**src/rtl/keypad_conditioner_if.sv**
```systemverilog
// Key bundle between the raw keypad sources and the conditioner.
// The conditioner takes the slave side; the key source / consumer takes the master side.
interface keypad_conditioner_if #(
    parameter int NKEYS = 24
);
    logic [NKEYS-1:0] key_raw;
    logic [NKEYS-1:0] key_out;
    logic             key_valid;
    logic [4:0]       key_code;
    logic             key_new;

    modport master (
        output key_raw,
        input  key_out,
        input  key_valid,
        input  key_code,
        input  key_new
    );

    modport slave (
        input  key_raw,
        output key_out,
        output key_valid,
        output key_code,
        output key_new
    );
endinterface

```
**src/rtl/keypad_conditioner.sv**
```systemverilog
// Synchronises, debounces and stretches raw keypad levels; accepts one key at a time,
// lowest index first, and holds it long enough for the monitor's display scan to see it.
module keypad_conditioner #(
    parameter int NKEYS      = 24,
    parameter int TICK_DIV   = 25000,
    parameter int DEB_TICKS  = 8,
    parameter int HOLD_TICKS = 50
) (
    input  logic clk25,
    input  logic reset,
    keypad_conditioner_if.slave kp
);

    localparam int PW   = (TICK_DIV > 1) ? $clog2(TICK_DIV) : 1;
    localparam int CMAX = (DEB_TICKS > HOLD_TICKS) ? DEB_TICKS : HOLD_TICKS;
    localparam int CW   = $clog2(CMAX + 1);

    localparam logic [PW-1:0]    PRE_LAST = PW'(TICK_DIV - 1);
    localparam logic [CW-1:0]    DEB_LAST = CW'(DEB_TICKS - 1);
    localparam logic [CW-1:0]    HOLD_MIN = CW'(HOLD_TICKS);
    localparam logic [NKEYS-1:0] ONE_KEY  = {{(NKEYS-1){1'b0}}, 1'b1};

    typedef enum logic [1:0] {
        IDLE,
        DEBOUNCE,
        HOLD,
        RELEASE
    } state_t;

    state_t           state, state_n;
    logic [NKEYS-1:0] sync_q, ks;
    logic [PW-1:0]    pre_cnt;
    logic             tick;
    logic [4:0]       cand, cand_n, low_idx;
    logic [CW-1:0]    cnt, cnt_n;
    logic             cand_hit;
    logic [NKEYS-1:0] out_q, out_n;
    logic             valid_q, valid_n;
    logic [4:0]       code_q, code_n;
    logic             new_q, new_n;

    // Two-flop synchroniser; key_raw is asynchronous to clk25.
    always_ff @(posedge clk25) begin
        if (!reset) begin
            sync_q <= '0;
            ks     <= '0;
        end else begin
            sync_q <= kp.key_raw;
            ks     <= sync_q;
        end
    end

    always_ff @(posedge clk25) begin
        if (!reset || tick) pre_cnt <= '0;
        else                pre_cnt <= pre_cnt + 1'b1;
    end

    assign tick     = (pre_cnt == PRE_LAST);
    assign cand_hit = ks[cand];

    // Descending scan so the lowest set index is the one that sticks.
    always_comb begin
        low_idx = '0;
        for (int i = NKEYS - 1; i >= 0; i--) begin
            if (ks[i]) low_idx = 5'(i);
        end
    end

    always_ff @(posedge clk25) begin
        if (!reset) begin
            state   <= IDLE;
            cand    <= '0;
            cnt     <= '0;
            out_q   <= '0;
            valid_q <= 1'b0;
            code_q  <= '0;
            new_q   <= 1'b0;
        end else begin
            state   <= state_n;
            cand    <= cand_n;
            cnt     <= cnt_n;
            out_q   <= out_n;
            valid_q <= valid_n;
            code_q  <= code_n;
            new_q   <= new_n;
        end
    end

    always_comb begin
        state_n = state;
        cand_n  = cand;
        cnt_n   = cnt;
        out_n   = out_q;
        valid_n = valid_q;
        code_n  = code_q;
        new_n   = 1'b0;
        case (state)
            IDLE: begin
                if (|ks) begin
                    cand_n  = low_idx;
                    cnt_n   = '0;
                    state_n = DEBOUNCE;
                end
            end
            DEBOUNCE: begin
                // A single low sample on the candidate aborts; bounce is never reported.
                if (!cand_hit) begin
                    state_n = IDLE;
                end else if (tick) begin
                    if (cnt == DEB_LAST) begin
                        state_n = HOLD;
                        out_n   = ONE_KEY << cand;
                        valid_n = 1'b1;
                        code_n  = cand;
                        new_n   = 1'b1;
                        cnt_n   = '0;
                    end else begin
                        cnt_n = cnt + 1'b1;
                    end
                end
            end
            HOLD: begin
                if (cnt >= HOLD_MIN && !cand_hit) begin
                    state_n = RELEASE;
                    out_n   = '0;
                    valid_n = 1'b0;
                    code_n  = '0;
                    cnt_n   = '0;
                end else if (tick && cnt < HOLD_MIN) begin
                    cnt_n = cnt + 1'b1;
                end
            end
            RELEASE: begin
                if (cand_hit) begin
                    cnt_n = '0;
                end else if (tick) begin
                    if (cnt == DEB_LAST) begin
                        state_n = IDLE;
                        cnt_n   = '0;
                    end else begin
                        cnt_n = cnt + 1'b1;
                    end
                end
            end
            default: state_n = IDLE;
        endcase
    end

    assign kp.key_out   = out_q;
    assign kp.key_valid = valid_q;
    assign kp.key_code  = code_q;
    assign kp.key_new   = new_q;

endmodule
```
**src/flat_wrapper.sv**
```systemverilog
// flat-port wrapper written by rule: the top's interface ports become plain ports
module keypad_conditioner_flat 
#(
    parameter int NKEYS      = 24,
    parameter int TICK_DIV   = 25000,
    parameter int DEB_TICKS  = 8,
    parameter int HOLD_TICKS = 50
)
  (clk25, reset, kp_key_raw, kp_key_out, kp_key_valid, kp_key_code, kp_key_new);
  keypad_conditioner_if #(.NKEYS(NKEYS)) kp_i ();
  input  logic clk25;
  input  logic reset;
  input wire logic [$bits(kp_i.key_raw)-1:0] kp_key_raw;
  output wire logic [$bits(kp_i.key_out)-1:0] kp_key_out;
  output wire logic [$bits(kp_i.key_valid)-1:0] kp_key_valid;
  output wire logic [$bits(kp_i.key_code)-1:0] kp_key_code;
  output wire logic [$bits(kp_i.key_new)-1:0] kp_key_new;
  assign kp_i.key_raw = kp_key_raw;
  assign kp_key_out = kp_i.key_out;
  assign kp_key_valid = kp_i.key_valid;
  assign kp_key_code = kp_i.key_code;
  assign kp_key_new = kp_i.key_new;
  keypad_conditioner #(.NKEYS(NKEYS), .TICK_DIV(TICK_DIV), .DEB_TICKS(DEB_TICKS), .HOLD_TICKS(HOLD_TICKS)) u_core (.clk25(clk25), .reset(reset), .kp(kp_i));
endmodule
```
**config.mk**
```make
export PLATFORM = sky130hd
export DESIGN_NAME = keypad_conditioner_flat
export DESIGN_NICKNAME = d
export VERILOG_FILES = /design/src/rtl/keypad_conditioner_if.sv /design/src/rtl/keypad_conditioner.sv /design/src/flat_wrapper.sv
export SDC_FILE = /design/constraint.sdc
export NUM_CORES = 1
export LEC_CHECK = 0
export BUFFER_PORTS_ARGS = -buffer_cell sky130_fd_sc_hd__buf_2
export CAP_MARGIN = 10
export CORE_ASPECT_RATIO = 0.5
export CORE_MARGIN = 8
export CORE_UTILIZATION = 30
export DETAILED_ROUTE_END_ITERATION = 12
export PLACE_DENSITY = 0.48
export SYNTH_ARGS = -nofsm -noshare
export SYNTH_HDL_FRONTEND = slang
export SYNTH_SLANG_ARGS = --single-unit
```
**constraint.sdc**
```tcl
create_clock -name clk25 -period 3.9 [get_ports clk25]
set_clock_uncertainty 0.15 [all_clocks]
set_input_delay 1.17 -clock clk25 [delete_from_list [all_inputs] [get_ports clk25]]
set_output_delay 1.17 -clock clk25 [all_outputs]
set_load 0.05 [all_outputs]
```
Word level (Yosys, flattened, before mapping)
Index checks and enable logic that the tools add are counted.

Shift-type cells: 1. Magnitude comparators: 3. Multiplexer cells: 59. Reduce and logical (&&, ||, !) cells: 13. Add/subtract/negate cells: 2. Eq/ne operators: 16.

Operators by type and width (number): 5-bit 2-to-1 mux (28); 24-bit 2-to-1 mux (4); 24-bit one-hot mux with 2 select lines (1); 6-bit 2-to-1 mux (7); 6-bit one-hot mux with 4 select lines (1); 24-bit OR reduction (1); 1-bit by 5-bit left shift with 24-bit output, first input constant (1); 2-bit 2-to-1 mux (8); 15-bit by 1-bit adder with 15-bit output, second input constant (1); 15-bit equality test, second input constant (1); 2-bit by 1-bit != test with 1-bit output, second input constant (7); 5-bit one-hot mux with 2 select lines (1); 2-bit one-hot mux with 4 select lines (1); 7-bit AND reduction (1); 6-bit by 1-bit adder with 6-bit output, second input constant (1); 6-bit by 3-bit equality test with 1-bit output, second input constant (1); 6-bit >= comparator, second input constant (1); 5-bit by 6-bit < comparator with 1-bit output, second input constant (1); 6-bit < comparator, second input constant (1); 1-bit 2-to-1 mux (6); 1-bit binary-select mux with 5-bit select (1); 5-bit AND reduction (1); 2-bit equality test, second input constant (2); 4-bit AND reduction (1); other kinds (13) (15).

Register bits after elaboration: 107. Output and inout port bits: 31. Input port bits: 26. Logic and storage cells: 104.

Depth between registers and ports, before layout
Gate-level depths: netlist (run 1).

Depth in word-level cells: 24. Gate-level depth with buffers: 10. Mapped depth without buffers: 9.

Worst setup path before layout (run 1)
OpenSTA, ideal clock, no wires.

Path type: register to register. Start point: register u_core.cand[0]. End point: register u_core.out_q[15], in the netlist u_core.kp.key_out[15]. Required time: 3.633 ns. Arrival time: 2.319 ns. Library setup time: 0.117 ns. Cell stages (with the launch flop): 11. Slack: 1.313 ns. Period minus slack after synthesis: 2.587 ns. Cells stage by stage: dfxtp_1 -> buf_6 -> mux4_2 -> a22oi_1 -> a311o_2 -> a21oi_1 -> o2111a_1 -> buf_6 -> and2_4 -> buf_6 -> a32o_1.

Word-level cells in the longest chain between the ends: 6. Elaborated cells between the ends (all ways): 12. Classes of those cells: eq/ne (2); shift (1); mux (6); reduce/logical (3).

RTL lines: start: declaration (RTL line keypad_conditioner.sv:34) `logic [4:0] cand, cand_n, low_idx;`; start signal: assignment (RTL line keypad_conditioner.sv:80) `cand <= cand_n;`; 1-bit binary-select mux with 5-bit select (RTL line keypad_conditioner.sv:59) `assign cand_hit = ks[cand];`; 1-bit 2-to-1 mux (implied by the code) (RTL line keypad_conditioner.sv:59); 1-bit logical NOT; 1-bit logical AND (RTL line keypad_conditioner.sv:123) `if (cnt >= HOLD_MIN && !cand_hit) begin`; 2-bit by 1-bit != test with 1-bit output (no source line); 5-bit AND reduction (no source line); end signal: assignment (RTL line keypad_conditioner.sv:82) `out_q <= out_n;`; end: declaration (RTL line keypad_conditioner.sv:37) `logic [NKEYS-1:0] out_q, out_n;`.

Several ways; a longest one is shown, not always the timed one. The select of a mux whose other input is x is not followed. A chain may end at the register's enable or synchronous reset.

Worst setup path after layout (run 1)
Start point: register u_core.cand[0]. End point: register u_core.cnt[5].

Word-level cells in the longest chain between the ends: 6. Elaborated cells between the ends (all ways): 10. Classes of those cells: eq/ne (2); mux (5); reduce/logical (3).

RTL lines: 1-bit binary-select mux with 5-bit select (*) (RTL line keypad_conditioner.sv:59); 1-bit 2-to-1 mux (implied by the code) (*) (RTL line keypad_conditioner.sv:59); 1-bit logical NOT; 1-bit logical AND (RTL line keypad_conditioner.sv:123); 6-bit 2-to-1 mux / 3-bit by 1-bit != test with 1-bit output (equally long branches); 6-bit one-hot mux with 4 select lines / 3-bit AND reduction (equally long branches); end signal: assignment (RTL line keypad_conditioner.sv:81) `cnt <= cnt_n;`; end: declaration (RTL line keypad_conditioner.sv:35) `logic [CW-1:0] cnt, cnt_n;`.

Every way passes the cells marked *; elsewhere a longest branch is shown, timed or not. The select of a mux whose other input is x is not followed.

==> reports/qor.yml, run 1 <==
status:
  outcome: "finished, final reports clean"
floorplan:
  die_w_um: 185
  placeableCoreArea_sq_um: 14200
  die_h_um: 101
  die-area_sq_um: 18700
  initial_core_util: 0.303
  design.portCount: 57
  rows: 31
clocking:
  post_cts_buffers: 0
  htree_levels: 3
  clock_path_buffers: 2
  numClockSinks: 107
  cts_buffers: 9
  cts_root_buffer: "clkbuf_16"
  cts-hold-fix-buffers: 0
  clk_latency_ns: 0.34
  cts_tree: "done"
  cts.clk_slew.worst_paths_ns: 0.07
  cts_resized: 0
power:
  p_leak_nw: 2.08
  worst_ir_drop_vdd_mv: 0.192
  powerDensity_nw_per_um2: 463
  total_power_mw: 2.34
logic_synthesis:
  synth_nets: 463
  synth_edf_count: 0
  yosysUniqueCellTypes: 62
  syn_avg_cell_area_sq_um: 10.0
  synthCells: 430
  synth_area_sq_um: 4310
  ys_ff_latch: 107
  seq_area_frac_synth: 0.497
  async_reset_ff_frac: 0
  ys.warnings.count: 0
  synth_ff_type: "dfxtp_1"
worst_setup_path:
  cp.required_ns: 3.99
  crit_path_cell_trace: "mux4_2, a22oi_1, a311oi_1, o21ai_2, o221a_1, a21oi_1, a32o_1"
  slowest_delay_ns: 0.59
  worstSetupStartpointType: "register"
  crit_fanout: 9
  worst-setup-path-type: "register to register"
  crit_slowest_cell: "mux4_2"
  critical_path_arrival_ns: 3.18
  reg2reg_depth: 7
  worst_setup_path_end_kind: "register"
routing:
  drtPass1Iterations: 4
  drt-total-wl_um: 9790
  via_per_inst: 4.64
  wl_per_cell_um: 14.4
  drc: 0
  drt-initial-drc-count: 170
  vias: 3162
  postRouteAntennaNets: 0
cells_and_area:
  final_common_cell: "dfxtp_1"
  diodes: 0
  multi_input_area_sq_um: 2000
  drive_above_1_share: 0.190
  fin_cells: 682
  seqCellArea_sq_um: 2140
  stdcell_area_sq_um: 5060
  final_util: 0.355
  final_cell_mix: "dfxtp_1, buf_2, and2_1, nor2_1"
  synthToLayoutAreaGrowth_pct: 17.4
  finalNetCount: 512
  fillers: 1466
place:
  placed_cells: 666
  placedInstanceArea_sq_um: 4760
  dp_slack_ns: 0.824
  hpwl_um: 6980
  port_buffers: 56
  globalplace.congestion: 0.750
timing:
  fin_crit_sh: 0.792
  slew-limit-headroom: 0.583
  min_period_ns: 3.09
  fmax_ghz: 0.324
  setup_slack_ns: 0.810
  rsz0062_at_grt: "no"
  tns_ns: 0
  holdWs_ns: 0.281
  finalSetupViolations: 0
  hold_viol_final: 0
  timing.final.max_slew_violations: 0
  tightest_slew_ns: 0.625
global_route:
  grt_max_degree: 57
  antenna_found_initial: 1
  overflow: 0
  grt_pass1_vias: 3098
  grt_usage: 0.110
  grt_pass1_wl_um: 16200
run:
  maxCapViolations: 0
hold_path:
  hp-class: "register to register"
  hold_depth: 1
-- synthesized netlist by cell type, drive strengths merged (4+ instances only) --
library cell / number / area [sq um]
a32o: 7 / 70.1
inv: 15 / 56.3
nor3: 7 / 35.0
buf: 10 / 68.8
and3b: 4 / 35.0
nand2: 21 / 78.8
nor3b: 5 / 53.8
clkbuf: 12 / 45.0
and3: 7 / 43.8
o31ai: 4 / 30.0
a21oi: 11 / 55.1
xor2: 9 / 78.8
dfxtp: 107 / 2140
nand3: 13 / 65.1
nand4: 5 / 31.3
nor4: 6 / 37.5
ha: 7 / 87.6
a211oi: 4 / 35.0
o22ai: 4 / 25.0
nor2: 31 / 116
a22o: 21 / 184
xnor2: 5 / 43.8
and2: 52 / 328
o21ai: 10 / 53.8
nand2b: 4 / 25.0
mux4: 5 / 113
-- kinds of logic (layout without fill, tap and decap cells) --
| logic type | count (synthesis) | after routing | share of synthesized area |
|---|---|---|---|
| buffers and inverters | 37 | 91 | 0.0395 |
| multiplexers | 8 | 8 | 0.0337 |
| adder cells (fa/ha/maj) | 7 | 7 | 0.0203 |
| XOR/XNOR | 14 | 14 | 0.0285 |
| AND/OR/NAND/NOR | 166 | 166 | 0.217 |
| AO/OA/AOI/OAI | 91 | 91 | 0.164 |
| flip-flops | 107 | 107 | 0.497 |
-- power by group --
group	internal (mW)	leakage, nW	total [mW]	switching, mW
Combinational	0.107	1.06	0.272	0.165
Clock	0.491	0.150	0.892	0.401
Sequential	1.14	0.875	1.18	0.0442
-- routing by layer --
layer  part of all wire  global-route usage  up-vias  wire length (um)
li1                   -                   -     1633                 -
met3              0.062              0.0381        9               605
met4             0.0098              0.0355        2                96
met1               0.52               0.152     1459              5100
met5             0.0013                   0        -                13
met2               0.41               0.158       59              3980
-- final timing paths --
path | startpoint | end | slack, ns
max | u_core.cand[0] | u_core.cnt[5] | 0.81
min reg2reg | u_core.sync_q[8] | u_core.ks[8] | 0.28
max reg2reg | u_core.cand[0] | u_core.cnt[5] | 0.81
min | u_core.sync_q[8] | u_core.ks[8] | 0.28
-- worst max-delay path, delay by kind of cell (launching register included) --
family | cells | cell delay [ns]
muxes | 1 | 0.59
DFF | 1 | 0.57
AOI/OAI and AO/OA | 6 | 1.67
-- sequential cells by signal, indices dropped and copies added (netlist names), named ones only --
name                 cells
u_core.kp.key_new        1
u_core.kp.key_valid      1
u_core.sync_q           24
u_core.cand              5
u_core.cnt               6
u_core.ks               24
u_core.pre_cnt          15
u_core.kp.key_code       5
u_core.kp.key_out       24
u_core.state             1
-- final cells by class --
type,instances,share of cell area
timing repair buffer,60,0.0614
inverter,15,0.0111
clock buffer,12,0.0527
sequential,107,0.424
tap,198,0.0490
multi-input combinational,286,0.396
clock inverter,4,0.00619
Power figures use the tool's default switching activity.
==> run 2, diff against run 1 <==
- clock period: 3.9 -> 2.9 ns (I/O delays scaled with it)
==> run 2 against run 1 <==
  * Non-clock buffer count increased by 11
  * Wire length down 1.3%
  * Combinational power increased by 45%
  * Sequential power up 34%
  * Global-route usage fell by 0.37 points
  * Total power up 38%
  * Via count up 1.5%
  * Fmax rose by 14%
  * Sequential share of layout area fell by 0.95 points
  * Critical path type unchanged
==> reports/qor.yml, run 2 (synthesis results as in run 1) <==
worst_setup_path:
  worstSetupStartpointType: "register"
  cp.required_ns: 3.04
  worst-setup-path-type: "register to register"
  critical_path_arrival_ns: 2.85
  worst_setup_path_end_kind: "register"
  crit_fanout: 6
power:
  worst_ir_drop_vdd_mv: 0.276
  p_leak_nw: 2.14
  powerDensity_nw_per_um2: 625
  total_power_mw: 3.23
routing:
  drc: 0
  drt-total-wl_um: 9670
  vias: 3210
  postRouteAntennaNets: 0
  wl_per_cell_um: 13.9
  via_per_inst: 4.63
  drt-initial-drc-count: 181
  drtPass1Iterations: 4
timing:
  min_period_ns: 2.71
  finalSetupViolations: 0
  slew-limit-headroom: 0.532
  setup_slack_ns: 0.188
  fin_crit_sh: 0.935
  fmax_ghz: 0.369
  hold_viol_final: 0
  tns_ns: 0
  tightest_slew_ns: 0.697
  rsz0062_at_grt: "no"
  timing.final.max_slew_violations: 0
floorplan:
  die_w_um: 185
  die-area_sq_um: 18700
  rows: 31
  die_h_um: 101
  design.portCount: 57
  placeableCoreArea_sq_um: 14200
  initial_core_util: 0.303
hold_path:
  hp-class: "register to register"
global_route:
  grt_pass1_vias: 3057
  grt_pass1_wl_um: 15900
  antenna_found_initial: 0
  grt_max_degree: 52
  grt_usage: 0.107
  overflow: 0
cells_and_area:
  synthToLayoutAreaGrowth_pct: 20.1
  multi_input_area_sq_um: 2010
  stdcell_area_sq_um: 5170
  final_util: 0.364
  final_common_cell: "dfxtp_1"
  diodes: 0
  seqCellArea_sq_um: 2140
  final_cell_mix: "dfxtp_1, buf_2, and2_1, nor2_1"
  fillers: 1458
  drive_above_1_share: 0.214
  finalNetCount: 523
clocking:
  cts_root_buffer: "clkbuf_16"
  cts_tree: "done"
  clk_latency_ns: 0.35
  clock_path_buffers: 2
  numClockSinks: 107
  cts_buffers: 9
  cts.clk_slew.worst_paths_ns: 0.08
  htree_levels: 3
place:
  dp_slack_ns: 0.119
  hpwl_um: 7110
  placedInstanceArea_sq_um: 4850
  globalplace.congestion: 0.769
  port_buffers: 56
run:
  maxCapViolations: 0
status:
  outcome: "finished, final reports clean"
run 2: stage by stage:
stage          std cells  hold WS [ns]
2_1_floorplan        430         0.262
3_3_place_gp         677         0.266
3_5_place_dp         677         0.269
4_1_cts              693         0.285
5_1_grt              693         0.301
6_report             693         0.281
run 2: area by class of cell:
| cell class | instances | area share |
|---|---|---|
| Timing Repair Buffer | 71 | 0.0783 |
| Sequential cell | 107 | 0.414 |
| Tap cell | 198 | 0.0479 |
| Clock inverter | 6 | 0.0160 |
| Clock buffer | 10 | 0.0442 |
| Multi-Input combinational cell | 286 | 0.389 |
| Inverter | 15 | 0.0109 |
run 2: layer usage:
layer,track usage,up-vias,part of all wire
li1,-,1654,-
met1,0.147,1489,0.53
met2,0.153,56,0.40
met3,0.0360,11,0.058
met4,0.0342,0,0.012
met5,0,-,0
run 2: where the power goes:
group          leakage, nW  internal (mW)  switching [mW]
registers            0.875           1.53          0.0526
logic                 1.11          0.164           0.231
clock network        0.148          0.690           0.567
run 2: worst max-delay path, cell delays in order (launching register included):
cell and delay, ns:
dfxtp_1 0.38, ha_1 0.22, nor4bb_2 0.33, nand4_1 0.18, or2_2 0.38, a21oi_1 0.21
o2111a_1 0.29, nor3b_4 0.34, a22o_1 0.17
run 2: what timing repair did:
item | CTS | global route
buffers inserted | 0 | 0
hold buffers | 0 | 0
endpoints found under the setup margin | 0 | 23
resized for setup | 0 | 4
run 2: final timing paths:
check                    startpoint                     to  slack [ns]  depth (start not counted)
hold / removal     u_core.sync_q[5]           u_core.ks[5]        0.28                          1
hold reg to reg    u_core.sync_q[5]           u_core.ks[5]        0.28                          1
setup reg to reg  u_core.pre_cnt[0]  u_core.kp.key_out[20]        0.19                          8
setup / recovery  u_core.pre_cnt[0]  u_core.kp.key_out[20]        0.19                          8
